### config.mk
export PLATFORM = sky130hd
export DESIGN_NAME = pid_sequencer
export DESIGN_NICKNAME = d
export VERILOG_FILES = /design/src/rtl/pid_sequencer_pkg.sv /design/src/rtl/pid_sequencer_shift_add_mult.sv /design/src/rtl/pid_sequencer.sv
export SDC_FILE = /design/constraint.sdc
export NUM_CORES = 1
export LEC_CHECK = 0
export ABC_AREA = 1
export CAP_MARGIN = 20
export CORE_MARGIN = 4
export CORE_UTILIZATION = 55
export CTS_CLUSTER_SIZE = 25
export DETAILED_ROUTE_END_ITERATION = 10
export PLACE_DENSITY_LB_ADDON = 0.25
export SLEW_MARGIN = 20
export SYNTH_ARGS = -nofsm -noshare
export SYNTH_HDL_FRONTEND = slang
export SYNTH_SLANG_ARGS = --single-unit
### constraint.sdc
create_clock -name clk -period 5.8 [get_ports clk]
set_input_delay 1.45 -clock clk [delete_from_list [all_inputs] [get_ports clk]]
set_output_delay 1.45 -clock clk [all_outputs]
set_load 0.03 [all_outputs]
### src/rtl/pid_sequencer_pkg.sv
// Shared widths, saturation limits, state encoding and the output
// saturation helper for the PID sequencer.
package pid_sequencer_pkg;

   localparam int E_W        = 6;
   localparam int K_W        = 6;
   localparam int OP_W       = 8;
   localparam int PROD_W     = 14;
   localparam int SUM_W      = 16;
   localparam int U_W        = 8;
   localparam int DIFF_W     = 7;
   localparam int MUL_CYCLES = 6;

   localparam logic signed [SUM_W-1:0] SAT_HI = 16'sd127;
   localparam logic signed [SUM_W-1:0] SAT_LO = -16'sd128;

   typedef enum logic [2:0] {
      IDLE, LOAD, MUL_P, MUL_I, MUL_D, SUM
   } state_t;

   // Clamp a 16-bit signed value into the 8-bit signed range.
   function automatic logic signed [U_W-1:0] sat_u(input logic signed [SUM_W-1:0] x);
      if (x > SAT_HI)
         return SAT_HI[U_W-1:0];
      else if (x < SAT_LO)
         return SAT_LO[U_W-1:0];
      else
         return x[U_W-1:0];
   endfunction

endpackage

### src/rtl/pid_sequencer_shift_add_mult.sv
// Shared shift-add multiplier: one gain bit per cycle, LSB first, with
// 14-bit signed accumulation of the sign-extended operand.
module pid_shift_add_mult
   import pid_sequencer_pkg::*;
(
   input  logic                     clk,
   input  logic                     rst,
   input  logic                     start,
   input  logic signed [OP_W-1:0]   op,
   input  logic        [K_W-1:0]    k,
   output logic signed [PROD_W-1:0] product,
   output logic                     done
);

   logic signed [OP_W-1:0] op_r;
   logic        [K_W-1:0]  k_r;
   logic        [2:0]      bit_idx;
   logic                   running;

   function automatic logic signed [PROD_W-1:0] sext_op(input logic signed [OP_W-1:0] x);
      return {{(PROD_W-OP_W){x[OP_W-1]}}, x};
   endfunction

   // Bit 0 is consumed on the start edge, bits 1..5 on the following
   // five edges, so the exact product is present six edges after start.
   // NOTE: sequential state uses non-blocking assignments so every register
   // samples the pre-edge values, regardless of statement order.
   always_ff @(posedge clk or posedge rst) begin
      if (rst) begin
         op_r    <= '0;
         k_r     <= '0;
         bit_idx <= '0;
         running <= 1'b0;
         product <= '0;
         done    <= 1'b0;
      end else if (start) begin
         op_r    <= op;
         k_r     <= k;
         product <= k[0] ? sext_op(op) : '0;
         bit_idx <= 3'd1;
         running <= 1'b1;
         done    <= 1'b0;
      end else if (running) begin
         if (k_r[bit_idx])
            product <= product + (sext_op(op_r) <<< bit_idx);
         if (bit_idx == 3'(K_W-1)) begin
            running <= 1'b0;
            done    <= 1'b1;
         end
         bit_idx <= bit_idx + 3'd1;
      end else begin
         done <= 1'b0;
      end
   end

endmodule

### src/rtl/pid_sequencer.sv
// PID evaluation sequencer: latches a sample, updates integrator and
// difference, runs three products on one shift-add multiplier, saturates u.
module pid_sequencer
   import pid_sequencer_pkg::*;
#(
   parameter int OUT_SHIFT = 2
) (
   input  logic                  clk,
   input  logic                  rst,
   input  logic                  ena,
   input  logic        [E_W-1:0] e,
   input  logic        [K_W-1:0] K_p,
   input  logic        [K_W-1:0] K_i,
   input  logic        [K_W-1:0] K_d,
   output logic signed [U_W-1:0] u,
   output logic                  u_valid,
   output logic                  busy,
   output logic                  overrun
);

   state_t                   state;
   logic signed [E_W-1:0]    e_r;
   logic        [K_W-1:0]    kp_r, ki_r, kd_r;
   logic signed [DIFF_W-1:0] diff_r;
   logic signed [E_W-1:0]    e_prior;
   logic signed [OP_W-1:0]   integ;
   logic        [2:0]        mul_cnt;
   logic signed [PROD_W-1:0] prod_p, prod_i;

   logic signed [OP_W-1:0]   mul_op;
   logic        [K_W-1:0]    mul_k;
   logic                     mul_start;
   logic signed [PROD_W-1:0] mul_product;
   logic                     mul_done;

   logic signed [E_W-1:0]    e_s;
   logic signed [DIFF_W-1:0] diff_next;
   logic signed [SUM_W-1:0]  integ_sum;
   logic signed [SUM_W-1:0]  pid_sum;
   logic signed [SUM_W-1:0]  pid_shifted;

   // Both operands are widened by one bit first, so e - e_prior cannot wrap.
   assign e_s         = $signed(e);
   assign diff_next   = {e_s[E_W-1], e_s} - {e_prior[E_W-1], e_prior};
   assign integ_sum   = {{(SUM_W-OP_W){integ[OP_W-1]}}, integ}
                      + {{(SUM_W-E_W){e_s[E_W-1]}}, e_s};
   assign pid_sum     = {{(SUM_W-PROD_W){prod_p[PROD_W-1]}}, prod_p}
                      + {{(SUM_W-PROD_W){prod_i[PROD_W-1]}}, prod_i}
                      + {{(SUM_W-PROD_W){mul_product[PROD_W-1]}}, mul_product};
   assign pid_shifted = pid_sum >>> OUT_SHIFT;

   assign mul_start = (state == MUL_P || state == MUL_I || state == MUL_D)
                      && (mul_cnt == 3'd0);

   // NOTE: every output of a combinational block gets a default first, so no
   // path through the case statement can leave a latch behind.
   always_comb begin
      mul_op = '0;
      mul_k  = '0;
      case (state)
         MUL_P: begin
            mul_op = {{(OP_W-E_W){e_r[E_W-1]}}, e_r};
            mul_k  = kp_r;
         end
         MUL_I: begin
            mul_op = integ;
            mul_k  = ki_r;
         end
         MUL_D: begin
            mul_op = {{(OP_W-DIFF_W){diff_r[DIFF_W-1]}}, diff_r};
            mul_k  = kd_r;
         end
         default: ;
      endcase
   end

   pid_shift_add_mult u_mult (
      .clk     (clk),
      .rst     (rst),
      .start   (mul_start),
      .op      (mul_op),
      .k       (mul_k),
      .product (mul_product),
      .done    (mul_done)
   );

   always_ff @(posedge clk or posedge rst) begin
      if (rst) begin
         state   <= IDLE;
         e_r     <= '0;
         kp_r    <= '0;
         ki_r    <= '0;
         kd_r    <= '0;
         diff_r  <= '0;
         e_prior <= '0;
         integ   <= '0;
         mul_cnt <= '0;
         prod_p  <= '0;
         prod_i  <= '0;
         u       <= '0;
         u_valid <= 1'b0;
         busy    <= 1'b0;
         overrun <= 1'b0;
      end else begin
         u_valid <= 1'b0;
         overrun <= (state != IDLE) && ena;
         case (state)
            IDLE: begin
               if (ena) begin
                  state <= LOAD;
                  busy  <= 1'b1;
               end
            end
            LOAD: begin
               e_r     <= e_s;
               kp_r    <= K_p;
               ki_r    <= K_i;
               kd_r    <= K_d;
               diff_r  <= diff_next;
               e_prior <= e_s;
               integ   <= sat_u(integ_sum);
               mul_cnt <= '0;
               state   <= MUL_P;
            end
            MUL_P, MUL_I, MUL_D: begin
               // The previous product is complete during the first cycle of the next phase.
               if (mul_done && state == MUL_I) prod_p <= mul_product;
               if (mul_done && state == MUL_D) prod_i <= mul_product;
               if (mul_cnt == 3'(MUL_CYCLES-1)) begin
                  mul_cnt <= '0;
                  case (state)
                     MUL_P:   state <= MUL_I;
                     MUL_I:   state <= MUL_D;
                     default: state <= SUM;
                  endcase
               end else begin
                  mul_cnt <= mul_cnt + 3'd1;
               end
            end
            SUM: begin
               u       <= sat_u(pid_shifted);
               u_valid <= 1'b1;
               busy    <= 1'b0;
               state   <= IDLE;
            end
            default: state <= IDLE;
         endcase
      end
   end

endmodule

# After elaboration in Yosys (flattened, before gate mapping)
# Cells that the tools add are included.
# W data, S select, Z words.
dict set report totals {
  register_bits 117
  inputBits 27
  output_inout_bits 11
  wordCells 91
}
dict set report op_classes {
  addsub 7
  order_cmp 5
  n_eq_ne 10
  shift 1
  n_mux 29
  n_reduce_logical 19
}
# op count
set ops {}
lappend ops {{$mux W14} 4}
lappend ops {{$mux W8} 4}
lappend ops {{$pmux W8 S3} 1}
lappend ops {{$pmux W6 S3} 1}
lappend ops {{$add A15 B14 Y16} 1}
lappend ops {{$add A14 B14 Y15} 1}
lappend ops {{$mux W3} 5}
lappend ops {{$add A14 B14 Y14} 1}
lappend ops {{$gt A14 B8 Y1 const B} 1}
lappend ops {{$lt A14 B8 Y1 const B} 1}
lappend ops {{$sshl A8 B3 Y14} 1}
lappend ops {{$eq A3 B3 Y1 const B} 4}
lappend ops {{$pmux W3 S2} 2}
lappend ops {{$reduce_and A2 Y1} 5}
lappend ops {{$add A8 B6 Y9} 1}
lappend ops {{$gt A9 B8 Y1 const B} 1}
lappend ops {{$lt A9 B8 Y1 const B} 1}
lappend ops {{$mux W1} 9}
lappend ops {{$pmux W3 S3} 1}
lappend ops {{$reduce_bool A2 Y1} 4}
lappend ops {{$sub A6 B6 Y7} 1}
lappend ops {{$add A3 B1 Y3 const B} 2}
lappend ops {{$eq A3 B2 Y1 const B} 2}
lappend ops {{$logic_not A3 Y1} 2}
lappend ops {{10 further kinds} 15}

# Logic depth before layout (Yosys ltp)
dict set report logic_depth {
  word_depth 6
  mapped_depth 18
}

# Modules after synthesis
# Synthesis repeated with hierarchy kept, for this count alone.
dict set report unflattened {
  hier_cells 1038
  hier_area_um2 7757.4
}
# mod instances cells_each area_per_inst_um2 seq_area_each_um2
set by_module_without_submodules {}
lappend by_module_without_submodules {pid_sequencer 1 678 5293.8 2102.0}
lappend by_module_without_submodules {pid_shift_add_mult 1 360 2463.6 825.8}

# Least setup slack after synthesis
# Ideal clock, no wire load.
dict set report synth_path {
  path_kind {input-to-reg}
  startpoint {input e[0]}
  endpoint {register integ[3]}
  arrival_time_ns 2.927
  t_required_ns 5.713
  slack_ns 2.786
  cell_stages 12
  n_path_buf 0
  cell_sequence {ha_1 > inv_1 > fa_1 > o21ai_0 > nand3_1 > nand2_1 > nand2_1 > nand2_1 > nand2_1 > nand3_1 > nand3_1 > a22oi_1}
}
dict set report synth_via {
  elab_chain_len 4
}
# item line
set synth_lines {}
lappend synth_lines {{from (decl)} pid_sequencer.sv:11} ;# input logic [E_W-1:0] e,
lappend synth_lines {{$add A8 B6 Y9 (*)} pid_sequencer.sv:46} ;# + {{(SUM_W-E_W){e_s[E_W-1]}}, e_s};
lappend synth_lines {{$lt A9 B8 Y1} pid_sequencer_pkg.sv:25} ;# else if (x < SAT_LO)
lappend synth_lines {{$mux W8} pid_sequencer_pkg.sv:25}
lappend synth_lines {{$mux W8 (*)} pid_sequencer_pkg.sv:23} ;# if (x > SAT_HI)
lappend synth_lines {{to (signal assigned)} pid_sequencer.sv:121} ;# integ <= sat_u(integ_sum);
lappend synth_lines {{to (decl)} pid_sequencer.sv:26} ;# logic signed [OP_W-1:0] integ;
# Mark *: on every way between the ends. The rest lies on a longest branch, timed or not.
# A chain may end at the register's enable or synchronous reset.

# Worst setup path after layout
# Same ends and word-level chain as after synthesis.

==> impl_results.md <==
- Run status: finished clean
- CTS tree: done
- Detailed-router iteration count before antenna repair: 5
- Highest achievable clock rate: 0.292 GHz
- Post-Synth Simple-Gate Area: 24.2%
- Arithmetic-cell share of the synthesized area counting full adders, half adders and majority gates: 11.6%
- Register Area: 2930 µm²
- RSZ-0062 raised after global routing: false
- Area delta synth->final: 14.5%
- Total overflow reported by the global router: 0
- Via count of the first global-routing pass: 6221
- Mean area per synthesized cell: 7.66 µm²
- Tmin final: 3.42 ns
- Class of the tightest hold or removal check: reg -> reg
- Slew Limit Fails: 0
- Vias per cell: 5.33
- Routed wire length: 16.9 mm
- Die extent in x: 125 µm
- Hold violation count in the final report: 0
- Standard cell with the maximum stage delay on the critical path: clkdlybuf4s50_1
- Effective utilization at floorplan: 56.6%
- WL per Instance: 13.9 µm
- Class of the most critical setup path: in -> reg
- Worst skew pair latency: 0.42 ns
- Placer Congestion: 0.891
- Vias after detailed routing: 6478
- Bufs and invs on worst path: 3
- Share of cell area taken by muxes after synthesis: 0.660%
- Critical path's most frequent cell: nand2_1
- Std cell rows: 42
- Library cell with the highest instance count after synthesis: nand2_1
- Fillers: 1153
- Detailed Route Iter0 Violations: 417
- Cell type with the highest aggregate area in the netlist: dfrtp_1
- Count of pins on the block boundary: 38
- Leading cell types by count after synthesis: nand2_1, inv_1, dfrtp_1
- Bufs on Longest Clock Path: 2
- Setup bufs post-CTS: 0
- First-pass GRT wire length: 29.3 mm
- Area of the multi-input gates: 4020 µm²
- Synthesized-area fraction occupied by xor and xnor cells: 1.27%
- Dominant combinational cell family by area after synthesis: simple AND/OR/NAND/NOR gates
- Synthesized instance count: 990
- Cts repair resizes: 0
- Pin count of the biggest net entering global routing: 51
- Clock transition time at the flip-flop clock pins of the worst setup and hold paths: 0.06 ns
- Setup Viol. Count Final: 0
- Worst path arrival time: 3.76 ns
- Setup TNS: 0 ns
- Portion of the clock cycle consumed by the worst path in the final layout: 59.0%
- Height of the die: 125 µm
- Initial antenna violation count: 0
- Max capacitance violation total: 0
- Number of I/O port buffers: 37
- Clk sink count: 117
- Total of warnings raised by yosys: 0
- Post-Syn Nets: 1077
- Global-route total usage across every layer: 22.7%
- Cell family with most CP delay: compound AO/OA/AOI/OAI gates
- Clock tree skew after final layout: 0.00866 ns
- Post-detail-place hpwl: 12.5 mm
- Stage delay of the slowest cell on the critical path: 0.50 ns
- Ys async rst share: 100%
- Cell area after synthesis: 7590 µm²
- Number of nets in the finished design: 1114
- Type of destination of the critical path: register
- Number of levels in the clock H-tree: 4
- Top-area cell type share of the netlist area: 38.6%
- Compound-Gate Fraction of Synth Area: 15.2%
- Fraction of layout cells with a size suffix above 1: 7.50%
- Series of cell instances along the critical path: clkdlybuf4s50_1 -> ha_1 -> inv_1 -> fa_1 -> o21ai_0 -> nand3_1 -> nand2_1 -> nand2_1 -> nand2_1 -> nand2_1 -> inv_1 -> a21oi_1 -> a22oi_1
- Count of flip-flops with a built-in enable after synthesis: 0
- Number of synthesized register bits: 117
- Count of cell types in the netlist: 50
- Root buf cell: clkbuf_16
- Critical path required time: 6.14 ns
- Antenna Nets Post-Route: 0
- Overall die area: 15700 µm²
- Synth top area cells: dfrtp_1, nand2_1, ha_1, inv_1, o21ai_0
- Worst setup SP type: input pin
- Core Footprint: 13400 µm²
- Final routed DRC violation total: 0
- Number of diodes: 0
- Total clock buffers created by CTS: 17
- Slew @ Worst Pin: 0.841 ns
- Max FO, Critical Path: 5
- Relative slew slack: 43.8%
- Number of buffers inserted for hold repair after clock tree synthesis: 0
- Part of the Yosys area used for sequential elements: 38.6%
- Top FF cell, synth: dfrtp_1
[flip-flops by register name, summed over array words and instances, names as in the netlist, 7 cells and up]
signal and count:
diff_r 7, u_mult.product 14, prod_i 14, integ 8
u_mult.op_r 8, prod_p 14, u 8
[stage by stage]
step / cell area (µm²) / std cells / util, % / worst slack, ns / hold slack (ns)
2_1_floorplan: 7590 / 990 / - / 1.25 / 0.442
3_3_place_gp: 8090 / 1184 / 60.3 / 2.01 / 0.457
3_5_place_dp: 8090 / 1184 / 60.3 / 1.97 / 0.459
4_1_cts: 8690 / 1216 / 64.8 / 2.40 / 0.473
5_1_grt: 8690 / 1216 / 64.8 / 2.13 / 0.503
6_report: 8690 / 1216 / 64.8 / 2.38 / 0.476
[kinds of logic after synthesis]
kind of cell             after synthesis
AND/OR/NAND/NOR                      439
XOR/XNOR                              11
buffers and inverters                160
adder cells (fa/ha/maj)               60
AO/OA/AOI/OAI                        198
flip-flops                           117
multiplexers                           5
[worst reg2reg max path: stages, from the launching register on]
cell     delay, ns
dfrtp_1       0.74
o21ai_0       0.27
o21ai_0       0.36
nor2_1        0.09
ha_1          0.39
nand2_1       0.07
o21ai_1       0.27
a21oi_1       0.18
o21ai_1       0.24
nand2_1       0.10
nand2_1       0.07
nand2_1       0.05
nand3_1       0.06
a22oi_1       0.06
[path summary, 6_finish.rpt]
check                                       start                end  slack [ns]  cells after the start
worst max-delay path                         e[0]           integ[3]        2.38                     13
worst min-delay path                      kp_r[3]            kp_r[3]        0.48                      2
worst max register to register  u_mult.bit_idx[0]  u_mult.product[9]        2.72                     13
worst min register to register            kp_r[3]            kp_r[3]        0.48                      2
max in group asynchronous                     rst     u_mult.op_r[7]        3.42                      3
min in group asynchronous                     rst               busy        1.46                      2
[layer usage]
metal	GRT usage [%]	wire length [µm]	vias up
li1	-	-	3290
met1	30.3	7860	3015
met2	36.9	7920	143
met3	5.07	749	30
met4	7.59	341	0
met5	0	0	-
[cell usage in the layout, fill, tap and decap left out, drive strengths merged, types with 2 or more instances in the layout]
| cell | synthesis | final |
|---|---|---|
| nand2 | 314 | 314 |
| inv | 137 | 141 |
| dfrtp | 117 | 117 |
| o21ai | 107 | 107 |
| nor2 | 54 | 54 |
| a21oi | 45 | 45 |
| ha | 43 | 43 |
| nand3 | 39 | 39 |
| clkdlybuf4s50 | 0 | 37 |
| clkbuf | 12 | 20 |
| fa | 17 | 17 |
| or2 | 16 | 16 |
| a22oi | 13 | 13 |
| o221ai | 7 | 7 |
| nor3 | 7 | 7 |
| o22ai | 6 | 6 |
| xor2 | 6 | 6 |
| nand4 | 6 | 6 |
| a31oi | 6 | 6 |
| xnor2 | 5 | 5 |
| mux2i | 5 | 5 |
| clkinvlp | 0 | 5 |
| o211ai | 3 | 3 |
| buf | 10 | 3 |
| a21boi | 2 | 2 |
| a211oi | 2 | 2 |
| a41oi | 2 | 2 |
| bufinv | 0 | 2 |
| clkinv | 1 | 2 |
[layout make-up]
cell class / instances / area share [%]
multi-input combinational: 713 / 46.3
sequential: 117 / 33.7
inverter: 138 / 6.05
clock buffer: 20 / 5.26
timing repair buffer: 40 / 4.52
tap: 176 / 2.54
clock inverter: 12 / 1.66
Power is left out: the tool's default activity adds up to more than one toggle a clock period on the data nets, which glitch-free logic cannot reach.
==> edit 1: new RTL, same flow settings <==
The 6 states of `state_t` get a one-hot encoding in 6 bits.
--- a/src/rtl/pid_sequencer_pkg.sv
+++ b/src/rtl/pid_sequencer_pkg.sv
@@ -16,4 +16,4 @@
 
-   typedef enum logic [2:0] {
-      IDLE, LOAD, MUL_P, MUL_I, MUL_D, SUM
+   typedef enum logic [5:0] {
+      IDLE = 6'b000001, LOAD = 6'b000010, MUL_P = 6'b000100, MUL_I = 6'b001000, MUL_D = 6'b010000, SUM = 6'b100000
    } state_t;
Behaviour: same outputs for any inputs over 10 cycles, from zero or initial values and one cycle with rst high; not proved beyond that.
==> edit 1 against the unedited design <==
Register-to-register slack got worse by 0.23 ns. Routed wire length rose by 0.95%. Setup slack got worse by 0.039 ns. Clock skew fell by 0.0014 ns. Maximum frequency fell by 1.1%. Sequential cell count rose by 3. Utilization rose by 0.85 points. Final area rose by 1.7%. Via count fell by 0.34%. First-iteration DRC count fell by 21%. Critical path type unchanged. Area after synthesis rose by 1.3%.
==> edit 1: results (changes against the unedited design) <==
outcome:
  outcome: "complete, no violations"  # unchanged
setup_path:
  critical_path.top_delay_family: "simple AND/OR/NAND/NOR gates"  # was compound AO/OA/AOI/OAI gates
  worst_path_largest_cell_delay_ns: 0.50  # about the same
  r2r_cells: 13  # unchanged
  cp_slowest_cell: "clkdlybuf4s50_1"  # unchanged
  crit_fanout: 7  # was 5
clock_tree:
  clk_pin_slew_ns: 0.06  # about the same
  cts_buffers: 17  # unchanged
  post_cts_buffers: 0  # unchanged
  cts_max_level: 4  # unchanged
  cts-root-buf: "clkbuf_16"  # unchanged
  clockBufferDepth: 2  # unchanged
  cts_resized: 0  # unchanged
  clock_latency_ns: 0.42  # about the same
finish:
  largestRegisters: "prod_i x14, prod_p x14, u_mult.product x14"  # unchanged
  fin_nets: 1132  # was 1114
  drive_above_1_share_pct: 6.81  # was 7.50%
  fill_cells: 1126  # was 1153
  diodes: 0  # unchanged
sta:
  relSlewSlack_pct: 43.2  # was 43.8%
  skew_ns: 0.00723  # was 0.00866 ns
routing:
  drtIter0Drc: 331  # was 417
  vias: 6456  # was 6478
  drt_pass1_iterations: 5  # unchanged
  wl_per_cell_um: 13.8  # was 13.9 µm
  routed_wl_mm: 17.0  # was 16.9 mm
placed_design:
  place_ws_ns: 1.95  # was 1.97 ns
  placed_cell_area_um2: 8200  # was 8090 µm²
  port_buffers: 37  # unchanged
  dp_cells: 1202  # was 1184
  hpwl_mm: 12.1  # was 12.5 mm
  gp_congestion: 0.886  # was 0.891
power_and_ir_drop:
  leakagePower_nw: 4.53
  vdd_ir_drop_max_mv: 0.304
grt:
  antenna_found_initial: 0  # unchanged
  grt_max_degree: 49  # was 51
  track_usage_pct: 22.6  # was 22.7%
  grt_pass1_wl_mm: 29.3  # about the same
  grt_pass1_vias: 6216  # was 6221
yosys:
  yosysSeqAreaShare_pct: 39.1  # was 38.6%
  synth_flop_cell: "dfrtp_1"  # unchanged
  synth_async_sr_flop_share_pct: 100  # unchanged
  ys_top_cells_by_area: "dfrtp_1, nand2_1, ha_1"  # unchanged
  synthTopCellsByCount: "nand2_1, inv_1, dfrtp_1"  # unchanged
  ys_types: 51  # was 50
  syn_avg_cell_area_um2: 7.60  # was 7.66 µm²
  yosysWarnings: 0  # unchanged
min_path:
  hp-class: "reg -> reg"  # unchanged
  hold_depth: 2  # unchanged
[edit 1: routing by layer]
metal	GRT usage (%)	wire length [µm]
met1	29.9	7890
met2	37.1	8130
met3	4.49	703
met4	8.14	306
met5	0	0
[edit 1: cells by family (layout without fill, tap and decap cells)]
family	after synthesis	in the layout	synth area share [%]
muxes	5	5	0.651
AOI/OAI and AO/OA	185	185	13.8
DFF	120	120	39.1
adders and majority gates	60	60	11.4
xor gates and xnor gates	18	18	2.05
and+or+nand+nor	456	456	24.5
buffers and inverters	167	214	8.49
[edit 1: final timing paths]
path,end,startpoint,slack [ns]
max reg2reg,u_mult.product[9],u_mult.bit_idx[0],2.49
min reg2reg,kd_r[3],kd_r[3],0.47
max,integ[5],e[0],2.34
min,kd_r[3],kd_r[3],0.47
min in group asynchronous,kp_r[0],rst,1.38
max in group asynchronous,u_mult.op_r[7],rst,3.48
[edit 1: where the power goes]
group	total, mW	switching, mW	internal, mW
Clock	1.13	0.398	0.734
Combinational	2.15	1.37	0.786
Sequential	1.36	0.248	1.11
[edit 1: area by class of cell]
type                            count  area share [%]
Clock buffer                       19            5.01
Clock inverter                     13            2.18
Inverter                          142            6.16
Multi-Input combinational cell    724            45.7
Timing Repair Buffer               40            4.45
Sequential cell                   120            34.0
Tap cell                          176            2.49
[edit 1: worst min-delay path, delay by kind of cell (launching register included)]
kind,cells,cell delay [ns]
AND/OR/NAND/NOR,2,0.10
flip-flops,1,0.34
[edit 1: per-stage QoR]
stage                     hold slack [ns]  utilization (%)  power (mW)
after floorplan                     0.442                -        3.00
after global placement              0.454             60.9        3.43
after detailed placement            0.461             60.9        3.47
after CTS                           0.475             65.7        4.65
after global routing                0.491             65.7        5.05
final                               0.471             65.7        4.64
==> edit 2: new RTL, config.mk and constraints unchanged <==
Made on the original files. Set the package constant `MUL_CYCLES` to 3 (it was 6).
--- a/src/rtl/pid_sequencer_pkg.sv
+++ b/src/rtl/pid_sequencer_pkg.sv
@@ -11,3 +11,3 @@
    localparam int DIFF_W     = 7;
-   localparam int MUL_CYCLES = 6;
+   localparam int MUL_CYCLES = 3;
 
Function: same outputs for any inputs over 10 cycles, from zero or initial values and one cycle with rst high; that may be too few to reach the edited logic, so the function may still have changed.
==> edit 2 against the unedited design <==
Final area increased by 0.10%. Sequential cell count unchanged. Routed wire length decreased by 1.6%. Via count decreased by 0.51%. First-iteration DRC count decreased by 21%. Setup slack got worse by 0.019 ns. Area after synthesis decreased by 0.45%. Die area decreased by 0.41%. Critical path type unchanged. Largest cell class unchanged.
Power is not shown: default switching activity piles up to over one toggle a cycle in this logic, so the estimate is an artifact.
==> edit 2: results (changes against the unedited design) <==
sta:
  min_period_over_period_pct: 59.4  # was 59.0%
  relSlewSlack_pct: 43.1  # was 43.8%
  setup_viol: 0  # unchanged
  finalHoldWorstSlack_ns: 0.483  # was 0.476 ns
  skew_ns: 0.00830  # was 0.00866 ns
grt:
  grt_pass1_vias: 6109  # was 6221
  grt_max_degree: 55  # was 51
  track_usage_pct: 22.0  # was 22.7%
  grt_pass1_wl_mm: 28.6  # was 29.3 mm
setup_path:
  r2r_end: "u[1]"  # was u_mult.product[9]
  reg2reg_slack_ns: 2.82  # was 2.72 ns
  r2r_cells: 14  # was 13
  reg2reg_from: "u_mult.product[1]"  # was u_mult.bit_idx[0]
  crit_fanout: 6  # was 5
  cp-endpoint: "integ[2]"  # was integ[3]
yosys:
  synthAdderAreaFrac_pct: 11.6  # about the same
  yosysSeqAreaShare_pct: 38.8  # was 38.6%
  ys_top_cells_by_area: "dfrtp_1, nand2_1, ha_1"  # unchanged
  synth.area.mux_share_pct: 0.663  # was 0.660%
  synth-compound-area-share_pct: 15.9  # was 15.2%
  synth_flop_cell: "dfrtp_1"  # unchanged
  synth_xor_xnor_area_share_pct: 1.62  # was 1.27%
  ys_types: 48  # was 50
  synthTopCellsByCount: "nand2_1, inv_1, dfrtp_1"  # unchanged
  syn_avg_cell_area_um2: 7.70  # was 7.66 µm²
finish:
  multi_input_gates: 697  # was 713
  non_clock_inverter_count: 144  # was 138
  fill_cells: 1196  # was 1153
  stdcell_count: 1206  # was 1216
  fin_nets: 1104  # was 1114
  drive_above_1_share_pct: 7.67  # was 7.50%
  clkbuf_count: 18  # was 20
  clkCellAreaFrac_pct: 7.34  # was 6.91%
  multi_input_area_um2: 3970  # was 4020 µm²
  final-nonclk-buf-share_pct: 4.52  # about the same
routing:
  wl_per_cell_um: 13.8  # was 13.9 µm
  vias: 6445  # was 6478
  drtIter0Drc: 331  # was 417
outcome:
  outcome: "complete, no violations"  # unchanged
clock_tree:
  cts_sinks: 117  # unchanged
  cts_resized: 0  # unchanged
  clk_pin_slew_ns: 0.06  # about the same
min_path:
  whs_endpoint: "ki_r[5]"  # was kp_r[3]
  hold_depth: 2  # unchanged
  min_from: "ki_r[5]"  # was kp_r[3]
placed_design:
  gp_congestion: 0.919  # was 0.891
  port_buffers: 37  # unchanged
  hpwl_mm: 12.5  # about the same
  place_ws_ns: 2.01  # was 1.97 ns
-- edit 2: critical path, stage by stage --
cell and delay [ns]:
clkdlybuf4s50_1 0.49, ha_1 0.18, inv_1 0.06, fa_1 0.40
o21ai_0 0.34, nand3_1 0.11, nand2_1 0.10, nand2_1 0.06
nand2_1 0.06, nand2_1 0.06, nand3_1 0.18, nand2_1 0.08
a22oi_1 0.19
-- edit 2: layer usage --
metal  vias to the layer above  GRT usage, %  part of all wire [%]
li1                       3269             -                     -
met1                      3008          29.4                    46
met2                       138          36.2                    48
met3                        30          3.92                   3.9
met4                         0          8.42                   2.1
met5                         -             0                     0
-- edit 2: per-stage QoR --
stage | utilization (%) | instance area, µm²
after CTS | 65.1 | 8690
final | 65.1 | 8690
after detailed placement | 60.4 | 8060
after global placement | 60.4 | 8060
after global routing | 65.1 | 8690
after floorplan | - | 7550
